[config.mk]
export PLATFORM = sky130hd
export DESIGN_NAME = param_issue_slot
export DESIGN_NICKNAME = d
export VERILOG_FILES = /design/src/rtl/param_issue_slot.sv
export SDC_FILE = /design/constraint.sdc
export NUM_CORES = 1
export LEC_CHECK = 0
export CAP_MARGIN = 20
export CELL_PAD_IN_SITES_DETAIL_PLACEMENT = 1
export CELL_PAD_IN_SITES_GLOBAL_PLACEMENT = 2
export CORE_MARGIN = 5
export CORE_UTILIZATION = 18
export CTS_CLUSTER_DIAMETER = 50
export DETAILED_ROUTE_END_ITERATION = 8
export PLACE_DENSITY = 0.76
export SETUP_SLACK_MARGIN = 0.2
export SLEW_MARGIN = 20
export SYNTH_ARGS = -nofsm -noshare
export SYNTH_HDL_FRONTEND = slang
export SYNTH_SLANG_ARGS = --single-unit
[constraint.sdc]
create_clock -name clk -period 1.6 [get_ports clk]
set_input_delay 0.32 -clock clk [delete_from_list [all_inputs] [get_ports clk]]
set_output_delay 0.32 -clock clk [all_outputs]
set_load 0.1 [all_outputs]
[src/rtl/param_issue_slot.sv]
// param_issue_slot: one issue-queue slot holding a uop until its sources are ready and it is granted
// Ports: clk, reset (sync, active-low); in_* load a new uop; wakeup_valid/wakeup_pdst broadcast
// ready tags; br_resolve_mask/br_mispredict_mask update or squash by branch; grant/kill/clear
// control the slot; valid/will_be_valid/request status; uop_* current contents; out_* next-cycle
// contents for compaction. Macro ISSUE_SLOT_FAST_WAKEUP_EN adds same-cycle wakeups to request.
`timescale 1ns/1ps
module param_issue_slot #(
    parameter int NUM_WAKEUP = 2,
    parameter int PREG_W = 7,
    parameter int BR_MASK_W = 12,
    parameter int PAYLOAD_W = 32
) (
    input  logic                         clk,
    input  logic                         reset,
    input  logic                         in_valid,
    input  logic [1:0]                   in_state,
    input  logic [PREG_W-1:0]            in_pdst,
    input  logic [PREG_W-1:0]            in_prs1,
    input  logic [PREG_W-1:0]            in_prs2,
    input  logic                         in_prs1_busy,
    input  logic                         in_prs2_busy,
    input  logic [BR_MASK_W-1:0]         in_br_mask,
    input  logic [PAYLOAD_W-1:0]         in_payload,
    input  logic [NUM_WAKEUP-1:0]        wakeup_valid,
    input  logic [NUM_WAKEUP*PREG_W-1:0] wakeup_pdst,
    input  logic [BR_MASK_W-1:0]         br_resolve_mask,
    input  logic [BR_MASK_W-1:0]         br_mispredict_mask,
    input  logic                         grant,
    input  logic                         kill,
    input  logic                         clear,
    output logic                         valid,
    output logic                         will_be_valid,
    output logic                         request,
    output logic [1:0]                   uop_state,
    output logic [PREG_W-1:0]            uop_pdst,
    output logic [PREG_W-1:0]            uop_prs1,
    output logic [PREG_W-1:0]            uop_prs2,
    output logic                         uop_p1,
    output logic                         uop_p2,
    output logic [BR_MASK_W-1:0]         uop_br_mask,
    output logic [PAYLOAD_W-1:0]         uop_payload,
    output logic [1:0]                   out_state,
    output logic                         out_p1,
    output logic                         out_p2,
    output logic [BR_MASK_W-1:0]         out_br_mask
);
    typedef enum logic [1:0] {S_INV = 2'b00, S_V1 = 2'b01, S_V2 = 2'b10} state_e;
    state_e                 state_q, state_d, in_st;
    logic [PREG_W-1:0]      pdst_q, prs1_q, prs2_q;
    logic                   p1_q, p1_d, p2_q, p2_d;
    logic [BR_MASK_W-1:0]   br_mask_q, br_mask_d;
    logic [PAYLOAD_W-1:0]   payload_q;
    logic                   wk1, wk2, in_wk1, in_wk2, mis_hit, p1_rdy, p2_rdy, grant_ok;
    always_comb begin
        wk1 = 1'b0;
        wk2 = 1'b0;
        in_wk1 = 1'b0;
        in_wk2 = 1'b0;
        for (int i = 0; i < NUM_WAKEUP; i++) begin
            wk1 = wk1 | (wakeup_valid[i] && wakeup_pdst[i*PREG_W +: PREG_W] == prs1_q);
            wk2 = wk2 | (wakeup_valid[i] && wakeup_pdst[i*PREG_W +: PREG_W] == prs2_q);
            in_wk1 = in_wk1 | (wakeup_valid[i] && wakeup_pdst[i*PREG_W +: PREG_W] == in_prs1);
            in_wk2 = in_wk2 | (wakeup_valid[i] && wakeup_pdst[i*PREG_W +: PREG_W] == in_prs2);
        end
    end
`ifdef ISSUE_SLOT_FAST_WAKEUP_EN
    assign p1_rdy = p1_q | wk1;
    assign p2_rdy = p2_q | wk2;
`else
    assign p1_rdy = p1_q;
    assign p2_rdy = p2_q;
`endif
    // The reserved encoding 11 is folded to INVALID so it can never be stored.
    assign in_st = (in_state == 2'b11) ? S_INV : state_e'(in_state);
    assign valid = state_q != S_INV;
    assign mis_hit = (valid && |(br_mask_q & br_mispredict_mask)) ||
                     (in_valid && |(in_br_mask & br_mispredict_mask));
    assign request = valid & p1_rdy & p2_rdy & ~kill & ~mis_hit;
    assign grant_ok = grant & request;
    assign will_be_valid = valid & ~kill & ~mis_hit & ~(grant && state_q == S_V1) & ~clear;
    always_comb begin
        state_d = (kill || mis_hit) ? S_INV :
                  in_valid ? in_st :
                  (grant_ok && state_q == S_V1) ? S_INV :
                  (grant_ok && state_q == S_V2) ? S_V1 :
                  clear ? S_INV : state_q;
        p1_d = in_valid ? (!in_prs1_busy || in_wk1) : (p1_q || wk1);
        p2_d = in_valid ? (!in_prs2_busy || in_wk2) : (p2_q || wk2);
        br_mask_d = (in_valid ? in_br_mask : br_mask_q) & ~br_resolve_mask;
    end
    always_ff @(posedge clk) begin
        if (!reset) begin
            state_q <= S_INV;
            p1_q <= 1'b0;
            p2_q <= 1'b0;
            br_mask_q <= '0;
            payload_q <= '0;
            pdst_q <= '0;
            prs1_q <= '0;
            prs2_q <= '0;
        end else begin
            state_q <= state_d;
            p1_q <= p1_d;
            p2_q <= p2_d;
            br_mask_q <= br_mask_d;
            if (in_valid) begin
                payload_q <= in_payload;
                pdst_q <= in_pdst;
                prs1_q <= in_prs1;
                prs2_q <= in_prs2;
            end
        end
    end
    assign uop_state = state_q;
    assign uop_pdst = pdst_q;
    assign uop_prs1 = prs1_q;
    assign uop_prs2 = prs2_q;
    assign uop_p1 = p1_q;
    assign uop_p2 = p2_q;
    assign uop_br_mask = br_mask_q;
    assign uop_payload = payload_q;
    assign out_state = state_d;
    assign out_p1 = p1_d;
    assign out_p2 = p2_d;
    assign out_br_mask = br_mask_d;
endmodule

==> metrics <==
pins over their slew limit=0; Via-to-Cell Ratio=roughly 4.3; antenna-violating nets left=0; Fin Hold WS=between 0.3 and 0.4 ns; clk_lat worst skew=0.34 ns; die height=about 150 µm; failing checks=negative setup slack; sequential element share of the synthesized area=between 40% and 50%; Power Density=roughly 780 nW/µm²; die area=21900 µm²; crit path DAT=2.03 ns; # rows=50; Initial DRT Pass Iterations=4; Die Wd=148 µm; worst min-delay path category=primary input to flop; Yosys reg bits=69; Mean Syn Cell Area=~9 µm²; diode count=0; boundary pin count=about 200; LEAKAGE=3.54 nW; outcome=finished, violations left; Final Core Density=between 40% and 50%; commonest non-fill, non-tap cell in the layout=buf_12; CP startpoint kind=flop; RSZ-0062 raised after global routing=yes; Yosys warning count=0; CP top delay family=simple AND/OR/NAND/NOR gates; Max Cap Viol=0; most frequent cells in the layout=buf_12, buf_4, clkdlybuf4s50_1; Max IR drop VDD=444 µV; Synth Cell Area=roughly 3400 µm²; CP bufs+invs=1; cts bufs inserted=9; GRT Total Usage=roughly 15%; layout cells sized above 1=between 50% and 60%; Comb pwr share=between 30% and 40%; largest net degree at the start of global routing=35; crit path kind=flop to output port; GR Overflow Total=0; CTS clock-pin slew for the worst setup and hold paths=around 0.06 ns; Slew HR=around 72%; CP peak stage delay=approximately 0.34 ns; worst-path cell with the longest stage delay=dfxtp_4; sequential share of power=28.8%; Worst Skew=about 0.0047 ns; wire per inst=approximately 19 µm; critical hold path startpoint=in_prs2[4]; CTS tree=done; clk buf depth=2; Cells after Synth=roughly 370; Post-route DRC=0; Int Pwr=between 4 and 5 mW; initial drt markers=54; final hold viol count=0; reg-to-reg startpoint=uop_br_mask[4]; switching part of the total power=between 30% and 40%; crit path cell chain=a22oi_1 -> nand2_2 -> or2_1 -> o21a_4 -> nor4_4 -> buf_12; main area contributors after synthesis=dfxtp_1, mux2i_1, xnor2_1; core area=~19000 µm²; Netlist cell types=33; wirelength, routed=between 15000 and 20000 µm; Setup WS post-layout=-0.751 ns; Clock Sinks=69; Nets=a little under 800; Psw=between 2 and 2.5 mW; Tightest Pin Transition=0.425 ns; Yosys top cell area share=approximately two fifths; vias=a little under 4000; Post-CTS Hold Fix Bufs=0; vias in the first global route=4600; final setup vio count=13; clock power share=roughly 33%; cell taking the most area after synthesis=dfxtp_1; fin crit period=~2.4 ns; H-tree depth=3; initial antenna violation count=2; Achievable Freq=between 400 and 500 MHz; CP Launch Point=uop_br_mask[0]; Critical Path End Type=output port; RePlAce Congestion=around 0.81; share of the cycle needed by the critical path after routing=147%; PortBufs=202; Root Driver=clkbuf_16; Post-DP HPWL=between 10000 and 15000 µm; Required @ worst endpoint=around 1.3 ns; first-pass GRT wire length=~26000 µm; Starting Density=between 10% and 20%; Area Growth Syn to Fin=145%; Critical Path Fanout Max=3; Syn Nets=approximately 490
-- repair_timing --
item	in CTS	in global routing
pin swaps	52	31
gates resized for setup	158	49
buffers inserted	14	11
endpoints found under the setup margin	24	27
-- cells by family after synthesis --
family                    Yosys count  synth area share [%]
and+or+nand+nor                   120                  16.2
DFF                                69                  40.2
muxes                              65                  18.9
xor gates and xnor gates           56                  14.3
buffers and inverters              33                  3.90
AOI/OAI and AO/OA                  28                  6.41
-- power groups by stage --
| stage | Clock [mW] | Sequential [mW] | Combinational [mW] |
|---|---|---|---|
| finish | 2.14 | 1.90 | 2.55 |
| global route | 2.30 | 1.91 | 2.65 |
| CTS | 2.24 | 1.89 | 2.51 |
| detailed placement | 0 | 1.92 | 2.42 |
| global placement | 0 | 1.92 | 2.38 |
| floorplan | 0 | 2.56 | 0.632 |
-- stage by stage --
| step | TNS [ns] | cells | setup WS [ns] | instance area [µm²] | power (mW) |
|---|---|---|---|---|---|
| after global placement | -11.43 | 866 | -0.988 | 7530 | 4.30 |
| final | -4.16 | 907 | -0.751 | 8420 | 6.59 |
| after global routing | -5.58 | 907 | -0.860 | 8420 | 6.87 |
| after floorplan | -3.87 | 371 | -1.04 | 3830 | 3.19 |
| after CTS | -4.52 | 896 | -0.775 | 8300 | 6.65 |
| after detailed placement | -13.32 | 866 | -0.995 | 7530 | 4.34 |
-- path summary, 6_finish.rpt --
check	end	slack (ns)	cells after the start
setup / recovery	will_be_valid	-0.75	6
hold / removal	uop_prs2[4]	0.34	3
setup reg to reg	uop_state[0]	-0.22	7
hold reg to reg	uop_payload[24]	0.55	2
-- cells in the mapped netlist --
master     number
nor3_1         13
and3_1          1
o21ai_0         1
a31oi_1         5
buf_2           8
a21oi_1         2
clkbuf_1       21
xor2_1         12
xnor2_1        44
inv_1           3
nand4_1        12
mux2i_1        65
a41o_1          2
a2111oi_2       1
or2_1           1
a22oi_1         8
a41oi_1         2
nor2b_1         2
a222oi_1        1
nor3b_1         2
a211oi_1        1
nor4_1          6
or2_2           1
nand4_2         1
nor4_4          1
nor2_1         75
inv_2           1
o21a_2          1
a311oi_1        2
nand2_1         5
a221oi_1        1
dfxtp_1        69
a22o_1          1
-- layout make-up --
cell class	instances	area, µm²
fillers	2001	10300
multi-input cells	269	2540
clock buffers	9	225
inverters	4	15.0
clock inverters	7	85.1
repair buffers	315	3770
well taps	234	293
flip-flops and latches	69	1490
-- per-layer routing --
| metal | GRT usage [%] | vias to the layer above | wire length, µm |
|---|---|---|---|
| li1 | - | 1878 | - |
| met1 | 15.4 | 1860 | 6110 |
| met2 | 28.8 | 124 | 9310 |
| met3 | 5.91 | 28 | 1080 |
| met4 | 4.11 | 4 | 398 |
| met5 | 0 | - | 34 |
-- sequential cells by signal, summed over array words and instances, names as in the netlist --
name         count
uop_prs1         7
uop_prs2         7
uop_payload     32
uop_p1           1
uop_p2           1
uop_state        2
uop_pdst         7
uop_br_mask     12
-- worst register-to-register path: cells and delay by family (launching register included) --
kind / cells / cell delay (ns)
AOI/OAI and AO/OA: 2 / 0.48
buffers and inverters: 2 / 0.30
DFF: 1 / 0.34
and+or+nand+nor: 3 / 0.60
Power figures use the tool's default switching activity.
